### config.mk
export PLATFORM = sky130hd
export DESIGN_NAME = if_fetch_unit
export DESIGN_NICKNAME = d
export VERILOG_FILES = /design/src/rtl/if_fetch_unit.sv
export SDC_FILE = /design/constraint.sdc
export NUM_CORES = 1
export LEC_CHECK = 0
export ABC_AREA = 1
export CORE_UTILIZATION = 40
export DETAILED_ROUTE_END_ITERATION = 7
export GPL_ROUTABILITY_DRIVEN = 0
export SLEW_MARGIN = 20
export SYNTH_ARGS = -nofsm -noshare
export SYNTH_HDL_FRONTEND = slang
export SYNTH_SLANG_ARGS = --single-unit
export TNS_END_PERCENT = 100
### constraint.sdc
create_clock -name clk -period 13.49 [get_ports clk]
set_clock_uncertainty 0.15 [all_clocks]
set_input_delay 4.047 -clock clk [delete_from_list [all_inputs] [get_ports clk]]
set_output_delay 4.047 -clock clk [all_outputs]
set_load 0.05 [all_outputs]
### src/rtl/if_fetch_unit.sv
// Instruction-fetch stage: credit-limited request issue, in-order response buffer, redirect flush.
// Optional fetch/bubble performance counters are compiled in when IF_PERF_CNT_EN is defined.
module if_fetch_unit #(
  parameter logic [31:0] RESET_PC   = 32'h0000_0000,
  parameter int unsigned FIFO_DEPTH = 4,
  parameter logic [31:0] NOP_INSTR  = 32'h0000_0013
) (
  input  logic        clk,
  input  logic        rst,
  input  logic        stall,
  input  logic        redirect,
  input  logic [31:0] redirect_target,
  output logic        imem_req_valid,
  input  logic        imem_req_ready,
  output logic [31:0] imem_addr,
  input  logic        imem_rsp_valid,
  input  logic [31:0] imem_rsp_data,
  output logic [31:0] pc,
  output logic [31:0] instruction,
  output logic [31:0] PCPlus4,
  output logic        if_valid
`ifdef IF_PERF_CNT_EN
  ,
  output logic [31:0] fetch_cnt,
  output logic [31:0] bubble_cnt
`endif
);

  localparam int unsigned AddrW = $clog2(FIFO_DEPTH);
  localparam int unsigned CntW  = AddrW + 1;
  localparam logic [CntW:0] DepthOcc = (CntW + 1)'(FIFO_DEPTH);

  logic [31:0]      fetch_pc_q, fetch_pc_d;
  logic [CntW-1:0]  inflight_q, inflight_d;
  logic [CntW-1:0]  drop_cnt_q, drop_cnt_d;
  logic [CntW-1:0]  count_q, count_d;
  logic [AddrW-1:0] rb_wptr_q, rb_wptr_d;
  logic [AddrW-1:0] rb_rptr_q, rb_rptr_d;
  logic [AddrW-1:0] aq_wptr_q, aq_wptr_d;
  logic [AddrW-1:0] aq_rptr_q, aq_rptr_d;

  logic [31:0] rb_pc_q   [FIFO_DEPTH];
  logic [31:0] rb_data_q [FIFO_DEPTH];
  logic [31:0] aq_pc_q   [FIFO_DEPTH];

  logic [CntW:0] occupancy;
  logic          req_fire;
  logic          rsp_take;
  logic          rsp_keep;
  logic          pop;

  // Credit covers requests in flight plus buffered entries, so the buffer can never overflow.
  always_comb begin
    occupancy      = {1'b0, inflight_q} + {1'b0, count_q};
    imem_req_valid = rst && !redirect && (occupancy < DepthOcc);
    imem_addr      = fetch_pc_q;
    req_fire       = imem_req_valid && imem_req_ready;
    rsp_take       = imem_rsp_valid && (inflight_q != '0);
    rsp_keep       = rsp_take && (drop_cnt_q == '0) && !redirect;
    if_valid       = (count_q != '0);
    pop            = if_valid && !stall && !redirect;
  end

  always_comb begin
    fetch_pc_d = fetch_pc_q;
    inflight_d = inflight_q + CntW'(req_fire) - CntW'(rsp_take);
    drop_cnt_d = drop_cnt_q;
    count_d    = count_q;
    rb_wptr_d  = rb_wptr_q;
    rb_rptr_d  = rb_rptr_q;
    aq_wptr_d  = aq_wptr_q;
    aq_rptr_d  = aq_rptr_q;

    if (redirect) begin
      // Everything still outstanding belongs to the wrong path, including a response landing now.
      fetch_pc_d = redirect_target;
      drop_cnt_d = inflight_q - CntW'(rsp_take);
      count_d    = '0;
      rb_wptr_d  = '0;
      rb_rptr_d  = '0;
      aq_wptr_d  = '0;
      aq_rptr_d  = '0;
    end else begin
      if (req_fire) begin
        fetch_pc_d = fetch_pc_q + 32'd4;
        aq_wptr_d  = aq_wptr_q + AddrW'(1);
      end
      if (rsp_take && (drop_cnt_q != '0)) begin
        drop_cnt_d = drop_cnt_q - CntW'(1);
      end
      if (rsp_keep) begin
        rb_wptr_d = rb_wptr_q + AddrW'(1);
        aq_rptr_d = aq_rptr_q + AddrW'(1);
      end
      if (pop) begin
        rb_rptr_d = rb_rptr_q + AddrW'(1);
      end
      count_d = count_q + CntW'(rsp_keep) - CntW'(pop);
    end
  end

  always_ff @(posedge clk or negedge rst) begin
    if (!rst) begin
      fetch_pc_q <= RESET_PC;
      inflight_q <= '0;
      drop_cnt_q <= '0;
      count_q    <= '0;
      rb_wptr_q  <= '0;
      rb_rptr_q  <= '0;
      aq_wptr_q  <= '0;
      aq_rptr_q  <= '0;
    end else begin
      fetch_pc_q <= fetch_pc_d;
      inflight_q <= inflight_d;
      drop_cnt_q <= drop_cnt_d;
      count_q    <= count_d;
      rb_wptr_q  <= rb_wptr_d;
      rb_rptr_q  <= rb_rptr_d;
      aq_wptr_q  <= aq_wptr_d;
      aq_rptr_q  <= aq_rptr_d;
    end
  end

  // Storage arrays need no reset: occupancy counters gate every read.
  always_ff @(posedge clk) begin
    if (req_fire) begin
      aq_pc_q[aq_wptr_q] <= fetch_pc_q;
    end
    if (rsp_keep) begin
      rb_pc_q[rb_wptr_q]   <= aq_pc_q[aq_rptr_q];
      rb_data_q[rb_wptr_q] <= imem_rsp_data;
    end
  end

  always_comb begin
    pc          = '0;
    instruction = NOP_INSTR;
    PCPlus4     = '0;
    if (if_valid) begin
      pc          = rb_pc_q[rb_rptr_q];
      instruction = rb_data_q[rb_rptr_q];
      PCPlus4     = rb_pc_q[rb_rptr_q] + 32'd4;
    end
  end

`ifdef IF_PERF_CNT_EN
  logic [31:0] fetch_cnt_q, fetch_cnt_d;
  logic [31:0] bubble_cnt_q, bubble_cnt_d;

  always_comb begin
    fetch_cnt_d  = fetch_cnt_q + 32'(pop);
    bubble_cnt_d = bubble_cnt_q + 32'(!if_valid && !stall);
  end

  always_ff @(posedge clk or negedge rst) begin
    if (!rst) begin
      fetch_cnt_q  <= '0;
      bubble_cnt_q <= '0;
    end else begin
      fetch_cnt_q  <= fetch_cnt_d;
      bubble_cnt_q <= bubble_cnt_d;
    end
  end

  assign fetch_cnt  = fetch_cnt_q;
  assign bubble_cnt = bubble_cnt_q;
`endif

endmodule

# Yosys cells after proc, flatten, opt, wreduce, memory -nomap -nowiden
# Memories as Yosys holds them, arrays and structs flattened.
# Cells that the tools add are included.
[totals]
ramBits = 384
wordCells = 64
regBits = 49
memories = 3
[memory_table]
columns = ["name", "words", "width", "rd", "rd_clocked_by_memory_dff", "wr", "line", "source"]
rows = [
  ["aq_pc_q", 4, 32, 1, 0, 1, "44", "logic [31:0] aq_pc_q [FIFO_DEPTH];"],
  ["rb_data_q", 4, 32, 1, 0, 1, "43", "logic [31:0] rb_data_q [FIFO_DEPTH];"],
  ["rb_pc_q", 4, 32, 1, 0, 1, "42", "logic [31:0] rb_pc_q [FIFO_DEPTH];"],
]
[op_classes]
magnitude_cmp = 1
addsub = 13
reduce_logical = 19
n_mux = 20
[op_table]
columns = ["cell", "n"]
rows = [
  ["2-to-1 mux 32 bit", 5],
  ["adder 32 x 3 -> 32 bit (second input constant)", 2],
  ["2-to-1 mux 2 bit", 8],
  ["logical AND 1 bit", 9],
  ["2-to-1 mux 3 bit", 3],
  ["nonzero test 3 bit", 3],
  ["subtractor 3 x 1 -> 3 bit", 3],
  ["adder 2 x 1 -> 2 bit (second input constant)", 4],
  ["nonzero test 2 bit", 4],
  ["adder 3 x 1 -> 3 bit", 2],
  ["adder 3 x 3 -> 4 bit", 1],
  ["less-than comparator 4 x 3 -> 1 bit (second input constant)", 1],
  ["2-to-1 mux 1 bit", 4],
  ["zero test 3 bit", 1],
  ["subtractor 3 x 1 -> 3 bit (second input constant)", 1],
  ["zero test 1 bit", 2],
]

# Depth between registers and ports, before layout
# Gate-level depths: netlist of the first run.
[logic_depth]
depth_word = 7
depth_mapped = 16

# Worst setup path before layout of the first run
# Ideal clock, no wire load.
[synth_timing]
kind = "in2out"
start = "input port redirect"
end = "output port imem_req_valid"
path_slack_ns = 3.538
arrival_ns = 5.755
n_path_buf = 1
cell_stages = 2
path_cell_list = "buf_2 -> nor4_1"
[synth_between]
elab_chain_cells = 3
[synth_rtl]
columns = ["element", "line", "source"]
rows = [
  ["start: declaration", "11", "input logic redirect,"],
  ["zero test 1 bit", "55", "imem_req_valid = rst && !redirect && (occupancy < DepthOcc);"],
  ["logical AND 1 bit (2 in series)", "55", ""],
  ["end: declaration", "13", "output logic imem_req_valid,"],
]
# No other way between the ends.

# Final worst setup path of the first run
# Ends and elaborated chain as after synthesis.

==> results.sh, run 1 <==
export IMPL_max_cap_viol_count=0
export IMPL_cp_startpoint="redirect"
export IMPL_netlist_area_leader_share_pct=59.44
export IMPL_worstPathCellList="clkdlybuf4s50_1, buf_4, nor4_1, clkdlybuf4s50_1"
export IMPL_grt_pass1_wl_mm=77.34
export IMPL_leakage_nw=8.558
export IMPL_yosys_area_top_type="edfxtp_1"
export IMPL_portBuffers=199
export IMPL_slowest_stage="clkdlybuf4s50_1"
export IMPL_rows=80
export IMPL_post_route_drc_count=0
export IMPL_antenna_found_initial=1
export IMPL_grt_max_degree=78
export IMPL_fin_util_pct=48.99
export IMPL_grt_setup_unrepaired="no"
export IMPL_grt_pass1_vias=13600
export IMPL_p_per_area_mw_per_mm2=206.8
export IMPL_cts_buffer_depth=3
export IMPL_min_period_ns=10.25
export IMPL_dr_pass1_iters=7
export IMPL_cts_root_buffer="clkbuf_16"
export IMPL_drt_wl_total_mm=49.93
export IMPL_seq_area_frac_synth_pct=65.76
export IMPL_ant_nets=0
export IMPL_numCtsBuffers=46
export IMPL_synth_cell_types=36
export IMPL_htree_levels=2
export IMPL_drtIter0Drc=1151
export IMPL_die_area_sq_mm=0.04938
export IMPL_ios=200
export IMPL_synth_most_common_cell="nand2_1"
export IMPL_slowest_delay_ns=0.89
export IMPL_clock_sinks=433
export IMPL_synth_edf_count=384
export IMPL_cts_setup_buffers=0
export IMPL_initial_core_util_pct=40.63
export IMPL_synth_mux_area_share_pct=0
export IMPL_synth_cells_most_frequent="nand2_1, edfxtp_1, nor2_1, o21ai_0, nand3_1"
export IMPL_cp_start_kind="input port"
export IMPL_core_area_sq_mm=0.04775
export IMPL_die_y_um=222.2
export IMPL_synth_area_leaders="edfxtp_1, nand2_1, nor2_1"
export IMPL_fin_tns_setup_ns=0
export IMPL_synth_avg_cell_area_sq_um=10.22
export IMPL_reg2reg_slack_ns=9.92
export IMPL_grt_util_all_layers_pct=20.20
export IMPL_cp_endpoint="imem_req_valid"
export IMPL_slew_headroom_pct=31.40
export IMPL_cts_tree="yes"
export IMPL_hold_viol_final=0
export IMPL_synthXorXnorAreaFrac_pct=1.174
export IMPL_fmax_mhz=97.56
export IMPL_drive_above_1_share_pct=6.306
export IMPL_r2r_end="imem_addr[6]"
export IMPL_synth_cell_area_sq_mm=0.01940
export IMPL_num_fill_cells=4269
export IMPL_worst_pin_slew_ns=1.023
export IMPL_ys_ff_latch=433
export IMPL_crit_fanout=44
export IMPL_die_x_um=222.2
export IMPL_setup_viol=0
export IMPL_r2r_cells=9
export IMPL_avgRoutedWirePerCell_um=18.32
export IMPL_synthFlopType="edfxtp_1"
export IMPL_synthAdderAreaFrac_pct=1.496
export IMPL_crit_required_ns=9.29
export IMPL_areaGrowthSynthToFinish_pct=20.58
export IMPL_ir_drop_mv=0.1305
export IMPL_ys_warnings_count=0
export IMPL_nets=2164
export IMPL_async_reset_ff_share_pct=11.32
export IMPL_clk_pin_slew_ns=0.06
export IMPL_synth_top_family_by_area="simple AND/OR/NAND/NOR gates"
export IMPL_synth_compound_area_share_pct=7.540
export IMPL_path_common_cell="clkdlybuf4s50_1"
export IMPL_cts_hold_buf=0
export IMPL_synth_simple_area_share_pct=20.17
export IMPL_period_share_pct=75.98
export IMPL_vias=14140
export IMPL_synthesis_nets=1990
export IMPL_rr_startpoint="inflight_q[1]"
export IMPL_path_class="in -> out"
export IMPL_grt_overflow=0
export IMPL_hp_class="reg -> reg"
export IMPL_end_kind="output pin"
export IMPL_cts_repair_resized=0
export IMPL_drv_slew=0
export IMPL_synth_cells=1898
export IMPL_clk_latency_ns=0.57
export IMPL_run_status="completed"
export IMPL_dp_hpwl_mm=30.78
export IMPL_drt_vias_per_instance=5.189
export IMPL_critical_path_arrival_ns=6.05
[power breakdown]
part | switching (mW) | internal, mW
Clock | 0.523 | 0.715
Combinational | 1.41 | 0.540
Sequential | 0.0788 | 1.57
Total | 2.01 | 2.83
[worst min path at each step]
stage | from | endpoint | slack [ns] | cells after the start
floorplan | drop_cnt_q[1] | drop_cnt_q[1] | 0.37 | 2
global placement | inflight_q[0] | inflight_q[0] | 0.40 | 1
detailed placement | imem_addr[0] | aq_pc_q[3][0] | 0.42 | 0
CTS | imem_addr[0] | aq_pc_q[0][0] | 0.44 | 0
global route | drop_cnt_q[2] | drop_cnt_q[2] | 0.46 | 2
finish | drop_cnt_q[2] | drop_cnt_q[2] | 0.43 | 2
[metal layers]
metal | up-vias | wire (um) | GRT usage, % | part of all wire [%]
met5 | - | 0 | 0 | 0
met4 | 0 | 840 | 5.376 | 1.7
met3 | 58 | 2653 | 3.134 | 5.3
met2 | 425 | 24220 | 33.88 | 48
met1 | 6828 | 22220 | 27.29 | 45
li1 | 6829 | - | - | -
[flip-flops by register name, indices dropped and copies added (netlist names)]
register and flops:
inflight_q 3, aq_wptr_q 2, rb_rptr_q 2, rb_pc_q 128, aq_rptr_q 2, rb_wptr_q 2
aq_pc_q 128, imem_addr 32, drop_cnt_q 3, rb_data_q 128, count_q 3
[critical path, delay by kind of cell]
kind	cells	cell delay, ns
buf+inv	3	1.58
simple gates	1	0.42
[stage by stage]
step / power, mW / hold WS [ns] / area, sq um / setup WS, ns / std cells
6_report: 4.837 / 0.4296 / 23390 / 3.240 / 2725
5_1_grt: 5.070 / 0.4583 / 23390 / 3.088 / 2725
4_1_cts: 4.880 / 0.4355 / 23390 / 3.238 / 2724
3_5_place_dp: 3.636 / 0.4169 / 21900 / 3.257 / 2639
3_3_place_gp: 3.616 / 0.4050 / 21900 / 3.258 / 2639
2_1_floorplan: 2.981 / 0.3718 / 19400 / 3.538 / 1898
[cell families after synthesis]
kind of cell    Yosys count
compound gates          269
xor+xnor                 26
fa+ha+maj                22
buf+inv                 172
flops                   433
simple gates            976
[area by class of cell]
type	count	area [sq um]	area share, %
inverters	80	302.8	1.294
multi-input cells	1293	5941	25.40
clock inverters	34	295.3	1.262
clock buffers	51	1190	5.087
repair buffers	218	2130	9.104
diodes	1	2.502	0.01070
well taps	615	769.5	3.289
flip-flops and latches	433	12760	54.56
[layout by cell type, fill, tap and decap left out, drive strengths merged]
cell type and instances:
o31ai 1, o21ai 159, o211ai 22, nand4 4, xor2 15, nand2 476
bufinv 4, a21oi 50, ha 20, dfrtp 49, clkdlybuf4s50 198, o22ai 32
nor4 2, o21a 1, buf 20, inv 81, a32o 1, edfxtp 384
clkbuf 51, clkinv 25, fa 2, clkinvlp 4, and3 1, nor3 20
nor2 370, o311ai 3, nand3 103, xnor2 11, diode 1
Note: power is estimated with default switching activity, not from simulation.
==> run 2, diff against run 1 <==
==> constraint.sdc (replaced) <==
create_clock -name clk -period 9.4 [get_ports clk]
set_clock_uncertainty 0.15 [all_clocks]
set_input_delay 2.82 -clock clk [delete_from_list [all_inputs] [get_ports clk]]
set_output_delay 2.82 -clock clk [all_outputs]
set_load 0.05 [all_outputs]
==> run 2 against run 1 <==
The run now ends with DRC left. Design area about the same. Sequential share of layout area about the same. Clock-buffer cell count up 15. Power up 43%. Global-route usage down 0.31 points. First-iteration DRC count up 1.0%. Critical path type is now reg -> out. Largest cell class unchanged.
==> results.sh, run 2 (synthesized netlist as in run 1, its figures left out) <==
export IMPL_run_status="finished, violations left"
export IMPL_violations="DRC"
export IMPL_clk_pin_slew_ns=0.06
export IMPL_cts_repair_resized=0
export IMPL_dp_hpwl_mm=30.35
export IMPL_ir_drop_mv=0.1793
export IMPL_wl_met3_mm=2.979
export IMPL_grt_util_all_layers_pct=19.89
export IMPL_path_class="reg -> out"
export IMPL_htree_levels=2
export IMPL_worst_pin_slew_ns=1.111
export IMPL_setup_viol=0
export IMPL_min_period_ns=7.643
export IMPL_drt_wl_total_mm=49.66
export IMPL_die_x_um=222.2
export IMPL_crit_required_ns=6.43
export IMPL_fin_tns_setup_ns=0
export IMPL_antenna_found_initial=0
export IMPL_pwr_share_seq_pct=34.3
export IMPL_switching_power_mw=2.862
export IMPL_cts_setup_buffers=0
export IMPL_final_common_cell="nand2_1"
export IMPL_drtIter0Drc=1163
export IMPL_ios=200
export IMPL_clock_sinks=433
export IMPL_critical_path_arrival_ns=4.67
export IMPL_ant_nets=0
export IMPL_fmax_mhz=130.8
export IMPL_r2r_end="imem_addr[11]"
export IMPL_grt_overflow=0
export IMPL_die_y_um=222.2
export IMPL_slew_headroom_pct=25.96
export IMPL_avgRoutedWirePerCell_um=18.24
export IMPL_final_area_sq_mm=0.02337
export IMPL_top_layer_used="met4"
export IMPL_cts_hold_buf=0
export IMPL_largestRegisters="aq_pc_q: 128 flops, rb_data_q: 128 flops, rb_pc_q: 128 flops"
export IMPL_rr_startpoint="count_q[1]"
export IMPL_p_per_area_mw_per_mm2=296.6
export IMPL_cp_start_kind="flip-flop"
export IMPL_hp_class="reg -> reg"
export IMPL_hold_viol_final=0
export IMPL_reg2reg_slack_ns=6.06
export IMPL_p_comb_share_pct=40.2
export IMPL_crit_fanout=105
export IMPL_grt_pass1_vias=13310
export IMPL_hold_path_depth=1
export IMPL_wl_met1_mm=21.96
export IMPL_clk_latency_ns=0.58
export IMPL_drv_slew=0
export IMPL_swShare_pct=41.29
export IMPL_fin_util_pct=48.95
export IMPL_portBuffers=199
export IMPL_nets=2163
export IMPL_grt_pass1_wl_mm=75.95
export IMPL_grt_max_degree=106
export IMPL_p_clk_share_pct=25.5
export IMPL_numCtsBuffers=46
export IMPL_die_area_sq_mm=0.04938
export IMPL_final_cell_mix="nand2_1, edfxtp_1, nor2_1"
export IMPL_dr_pass1_iters=8
export IMPL_rows=80
export IMPL_intPower_mw=4.070
export IMPL_diodes=0
export IMPL_grt_setup_unrepaired="no"
export IMPL_cp_startpoint="rb_rptr_q[0]"
export IMPL_end_kind="output pin"
export IMPL_vias=14030
export IMPL_post_route_drc_count=2
export IMPL_cts_root_buffer="clkbuf_16"
export IMPL_r2r_cells=9
export IMPL_period_share_pct=81.31
export IMPL_wl_met2_mm=23.62
export IMPL_leakage_nw=8.542
export IMPL_drive_above_1_share_pct=5.885
export IMPL_drt_vias_per_instance=5.155
export IMPL_num_fill_cells=4284
export IMPL_max_cap_viol_count=0
export IMPL_cts_tree="yes"
export IMPL_initial_core_util_pct=40.63
export IMPL_core_area_sq_mm=0.04775
export IMPL_cts_buffer_depth=3
export IMPL_dpl_cell_area_sq_mm=0.02190
export IMPL_areaGrowthSynthToFinish_pct=20.48
export IMPL_hp_start="inflight_q[0]"
export IMPL_holdPathEnd="inflight_q[0]"
run 2: changes by cell type in the layout (fill, tap and decap cells not counted), sizes merged:
cell / delta
clkinv: -10
buf: -1
inv: -3
clkbuf: +15
diode: -1
clkinvlp: -2
bufinv: -1
run 2: worst max path at each step:
stage	endpoint	slack [ns]	cells after the start
after global routing	PCPlus4[15]	1.36	13
final	PCPlus4[15]	1.76	13
after global placement	imem_req_valid	1.98	3
after detailed placement	imem_req_valid	1.99	3
after floorplan	imem_req_valid	1.90	2
after CTS	PCPlus4[15]	1.70	13
run 2: cell type report:
cell class | instances | area, sq um | area share [%]
Clock buffer | 66 | 1287 | 5.509
Clock inverter | 18 | 183.9 | 0.7869
Inverter | 80 | 302.8 | 1.296
Multi-Input combinational cell | 1293 | 5941 | 25.42
Sequential cell | 433 | 12760 | 54.60
Tap cell | 615 | 769.5 | 3.292
Timing Repair Buffer | 217 | 2126 | 9.095
run 2: metal layers:
layer / global-route usage (%) / vias to the layer above
li1: - / 6820
met1: 27.43 / 6693
met2: 32.23 / 452
met3: 3.399 / 67
met4: 5.869 / 0
met5: 0 / -
run 2: stage by stage:
step | hold WS (ns) | std cells | worst slack (ns) | power (mW)
global route | 0.4441 | 2722 | 1.356 | 7.249
global placement | 0.3927 | 2638 | 1.976 | 5.186
finish | 0.4150 | 2722 | 1.757 | 6.932
floorplan | 0.3718 | 1898 | 1.902 | 4.278
detailed placement | 0.4039 | 2638 | 1.989 | 5.218
CTS | 0.4167 | 2722 | 1.696 | 6.982
run 2: power groups by stage:
stage	sequential, mW	clock (mW)	combinational [mW]
after CTS	2.38	1.80	2.80
after global routing	2.40	1.86	2.99
after detailed placement	2.42	0	2.80
final	2.38	1.77	2.79
after floorplan	2.45	0	1.83
after global placement	2.41	0	2.77
run 2: critical path: stages, from the launching register on:
cell and delay, ns:
dfrtp_4 0.65, inv_4 0.35, buf_4 0.87, nand2_1 0.17
nand2_1 0.12, nand2_1 0.05, nand2_1 0.16, nand2_1 0.08
nor2_1 0.14, nand2_1 0.11, nor2_2 0.24, o21ai_1 0.09
nor2_1 0.21, clkdlybuf4s50_1 0.84
==> variant 1: new RTL, flow settings as in run 2 <==
Build with the macro `IF_PERF_CNT_EN` defined.
--- a/src/rtl/if_fetch_unit.sv
+++ b/src/rtl/if_fetch_unit.sv
@@ -1,5 +1,7 @@
 // Instruction-fetch stage: credit-limited request issue, in-order response buffer, redirect flush.
 // Optional fetch/bubble performance counters are compiled in when IF_PERF_CNT_EN is defined.
+`define IF_PERF_CNT_EN
+
 module if_fetch_unit #(
   parameter logic [31:0] RESET_PC   = 32'h0000_0000,
   parameter int unsigned FIFO_DEPTH = 4,
Check against the original RTL (old outputs only; new: bubble_cnt and fetch_cnt): equivalent (equiv_simple and equiv_induct, registers matched by name and starting in step).
==> variant 1 against run 2 <==
- the flow now finishes without violations
- first-iteration DRC count grew 3.2%
- total power up 14%
- cell area increased by 17%
- combinational power increased by 17%
- largest power group unchanged
- largest cell class unchanged
- sequential cell count grew 64
- sequential power up 15%
- setup slack got worse by 0.028 ns
- routed wire length is 15% higher
- sequential share of layout area is 2.0 points lower
- synthesized area increased by 15%
==> variant 1: results (changes against run 2) <==
[placed_design]
io_buffers=263  ; was 199
placed_area_sq_um=25700  ; was 21900 sq um
dp.cells=3152  ; was 2638
hpwl_mm=37.1  ; was 30.3 mm
place_ws_ns=1.94  ; was 1.99 ns

[synthesis]
synth_cell_types=42  ; was 36
synth.net_count=2307  ; was 1990
ys_seq_area_share_pct=64.2  ; was 65.8%
synth_common_cells=nand2_1 (546), nor2_1 (385), edfxtp_1 (384)  ; was nand2_1 (465), edfxtp_1 (384), nor2_1 (354)
synthTopCellsByArea=edfxtp_1 (52%), dfrtp_1 (13%), nand2_1 (9.2%), nor2_1 (6.5%), o21ai_0 (3.4%)  ; was edfxtp_1 (59%), nand2_1 (9.0%), nor2_1 (6.8%), dfrtp_1 (6.3%), o21ai_0 (4.0%)
synthArstFlopShare_pct=22.7  ; was 11.3%
syn_inst=2211  ; was 1898

[detailed_routing]
first_pass_iters=5  ; was 8
vias=16400  ; was 14000
drt_first_iter_violations=1200  ; was 1163
post_drt_via_cell_ratio=5.05  ; was 5.16
wirelength_mm=57.3  ; was 49.7 mm

[cts]
clk_latency_ns=0.61  ; was 0.58 ns
post_cts_resized=0  ; unchanged
h-tree-depth=2  ; unchanged
cts_buffers=52  ; was 46

[worst_setup_path]
arrival_ns=4.70  ; was 4.67 ns
cpPeakStageDelay_ns=0.82  ; was 0.87 ns
critPathSlowestCell=clkdlybuf4s50_1  ; was buf_4
path_max_fanout=76  ; was 105

[sta]
slew_headroom_pct=28.7  ; was 26.0%

[layout]
nets=2554  ; was 2163
layout-drive-gt1-share_pct=5.28  ; was 5.89%

[grt]
antenna_found_initial=0  ; unchanged
grt_pass1_wl_mm=88.8  ; was 75.9 mm
track_usage_pct=20.0  ; was 19.9%
grt_max_degree=98  ; was 106

[pwr]
vdd_ir_drop_max_mv=0.231  ; was 0.179 mV
leakagePower_nw=10.3  ; was 8.54 nW

[run_status]
outcome=completed  ; was finished with violations

## variant 1: per-layer routing
layer  global-route usage (%)  wire length (um)  share of wire, %
met1                     27.6             26000                45
met2                     32.5             27200                47
met3                     2.92              2590               4.5
met4                     6.45              1490               2.6
met5                        0                 0                 0
## variant 1: logic make-up after synthesis
group / Yosys count / share of synthesized area (%)
buf+inv: 198 / 3.80
simple gates: 1137 / 20.6
compound gates: 265 / 6.40
xor+xnor: 87 / 3.41
flops: 497 / 64.2
mux: 1 / 0.0503
fa+ha+maj: 26 / 1.52
## variant 1: power by group
group | internal, mW | switching, mW
clock network | 1.06 | 0.869
registers | 2.57 | 0.158
logic | 0.911 | 2.36
total | 4.55 | 3.38
## variant 1: final cells by class
| cell class | count | area, sq um |
|---|---|---|
| well taps | 748 | 936 |
| multi-input cells | 1516 | 7200 |
| repair buffers | 283 | 2780 |
| clock buffers | 65 | 1360 |
| flip-flops and latches | 497 | 14400 |
| clock inverters | 32 | 250 |
| fillers | 5015 | 27900 |
| inverters | 108 | 408 |
## variant 1: final timing paths
path	end	slack, ns	start	cells after the start
min reg2reg	fetch_cnt[31]	0.32	fetch_cnt[31]	1
max reg2reg	bubble_cnt[24]	5.44	count_q[1]	15
min	fetch_cnt[31]	0.32	fetch_cnt[31]	1
max	PCPlus4[15]	1.73	rb_rptr_q[0]	13
min in group asynchronous	fetch_cnt[14]	2.24	rst	2
max in group asynchronous	rb_rptr_q[0]	5.49	rst	3
## variant 1: worst register-to-register path, delay by kind of cell (launching register included)
| family | cells | cell delay [ns] |
|---|---|---|
| DFF | 1 | 0.44 |
| xor gates and xnor gates | 1 | 0.15 |
| adders and majority gates | 2 | 0.48 |
| and+or+nand+nor | 10 | 1.75 |
| buffers and inverters | 2 | 0.87 |
==> variant 2: new RTL, settings of run 2 <==
Made on the original files. Add an input register stage for `redirect_target`, with the module's reset; this delays it by one clock. The other inputs are not delayed to match.
--- a/src/rtl/if_fetch_unit.sv
+++ b/src/rtl/if_fetch_unit.sv
@@ -29,6 +29,16 @@
   localparam int unsigned AddrW = $clog2(FIFO_DEPTH);
   localparam int unsigned CntW  = AddrW + 1;
   localparam logic [CntW:0] DepthOcc = (CntW + 1)'(FIFO_DEPTH);
+
+  logic [31:0] redirect_target_q;
+
+  always_ff @(posedge clk or negedge rst) begin
+    if (!rst) begin
+      redirect_target_q <= '0;
+    end else begin
+      redirect_target_q <= redirect_target;
+    end
+  end
 
   logic [31:0]      fetch_pc_q, fetch_pc_d;
   logic [CntW-1:0]  inflight_q, inflight_d;
@@ -73,7 +83,7 @@
 
     if (redirect) begin
       // Everything still outstanding belongs to the wrong path, including a response landing now.
-      fetch_pc_d = redirect_target;
+      fetch_pc_d = redirect_target_q;
       drop_cnt_d = inflight_q - CntW'(rsp_take);
       count_d    = '0;
       rb_wptr_d  = '0;
Function: changed (Yosys sat finds a counterexample within 4 cycles, from zero or initial values and one cycle with rst low).
==> variant 2 against run 2 <==
- setup slack worse by 0.38 ns
- synthesized area grew 3.9%
- sequential cell count up 32
- total power up 7.4%
- routed wire length rose by 0.97%
- cell area rose by 5.4%
- register-to-register slack better by 0.33 ns
- synthesized cell count grew 1.8%
- largest power group unchanged
==> variant 2: results (changes against run 2) <==
[detailed_routing]
first_pass_iters=6  ; was 8
post_drt_via_cell_ratio=5.09  ; was 5.16
routedWlPerCell_um=17.8  ; was 18.2 um

[run_status]
outcome=completed  ; was finished with violations

[floorplanning]
tap_cells=664  ; was 615

[synthesis]
synth.net_count=2024  ; was 1990
synth_fa_ha_area_share_pct=1.44  ; was 1.50%
synth_cell_types=34  ; was 36
synthMuxAreaShare_pct=0.0559  ; was 0%
ys_seq_area_share_pct=67.3  ; was 65.8%
synth_xor_area_share_pct=1.09  ; was 1.17%
synthArstFlopShare_pct=17.4  ; was 11.3%
synthTopCellsByArea=edfxtp_1 (57%), dfrtp_1 (10%), nand2_1 (8.8%), nor2_1 (6.8%), o21ai_0 (4.0%)  ; was edfxtp_1 (59%), nand2_1 (9.0%), nor2_1 (6.8%), dfrtp_1 (6.3%), o21ai_0 (4.0%)
synth_compound_area_share_pct=7.26  ; was 7.54%
synth_common_cells=nand2_1 (472), edfxtp_1 (384), nor2_1 (363)  ; was nand2_1 (465), edfxtp_1 (384), nor2_1 (354)

[worst_setup_path]
critPathSlowestCell=clkinv_2  ; was buf_4
r2r_cells=4  ; was 9
worstSetupEndpoint=PCPlus4[27]  ; was PCPlus4[15]
arrival_ns=5.06  ; was 4.67 ns
reg2reg_to=rb_rptr_q[1]  ; was imem_addr[11]
path_max_fanout=72  ; was 105
rrSetupSlack_ns=6.39  ; was 6.06 ns
cpPeakStageDelay_ns=0.93  ; was 0.87 ns

[layout]
buffer_area_share_pct=8.90  ; was 9.10%
antennaDiodeCount=1  ; was 0
signal_buffers=222  ; was 217
multi_input_area_share_pct=24.0  ; was 25.4%
n_all_inverters=79  ; was 80
clkCellAreaFrac_pct=7.41  ; was 6.30%
n_clock_buffer=70  ; was 66
layout-drive-gt1-share_pct=6.17  ; was 5.89%
sh_seq_area_pct=55.1  ; was 54.6%

[grt]
grt_max_degree=84  ; was 106
track_usage_pct=19.7  ; was 19.9%
gr-usage-met2_pct=31.9  ; was 32.2%
grt_pass1_vias=13800  ; was 13300
grt_pass1_wl_mm=77.3  ; was 75.9 mm

[worst_hold_path]
hp-start=redirect_target_q[1]  ; was inflight_q[0]
hold_path_end=imem_addr[1]  ; was inflight_q[0]
min_delay_path_depth=2  ; was 1

[sta]
slew_headroom_pct=25.0  ; was 26.0%

[cts]
cts_buffers=50  ; was 46
clk_latency_ns=0.60  ; was 0.58 ns

[placed_design]
placed_area_sq_um=22800  ; was 21900 sq um
hpwl_mm=31.0  ; was 30.3 mm

[pwr]
vdd_ir_drop_max_mv=0.155  ; was 0.179 mV
leakagePower_nw=9.12  ; was 8.54 nW

## variant 2: where the power goes
| group | internal [mW] | switching [mW] |
|---|---|---|
| registers | 2.42 | 0.143 |
| clock network | 1.31 | 0.818 |
| logic | 0.769 | 1.99 |
## variant 2: per-stage QoR
stage / setup WS, ns / hold WS (ns) / cells
after detailed placement: 1.96 / 0.285 / 2727
after CTS: 1.39 / 0.287 / 2821
final: 1.37 / 0.282 / 2822
after floorplan: 2.03 / 0.276 / 1932
after global routing: 0.996 / 0.303 / 2821
after global placement: 2.03 / 0.283 / 2726
## variant 2: worst register-to-register path: cells and delay by family (launching register included)
family                 cells  cell delay (ns)
AO/OA/AOI/OAI              2             0.33
buffers and inverters      1             0.97
flip-flops                 1             0.85
AND/OR/NAND/NOR            1             0.62
## variant 2: per-layer routing
layer	part of all wire, %	vias to the layer above	routed length, um
met4	2.8	0	1420
li1	-	6943	-
met3	5.6	91	2830
met5	0	-	0
met1	45	6883	22400
met2	47	441	23500
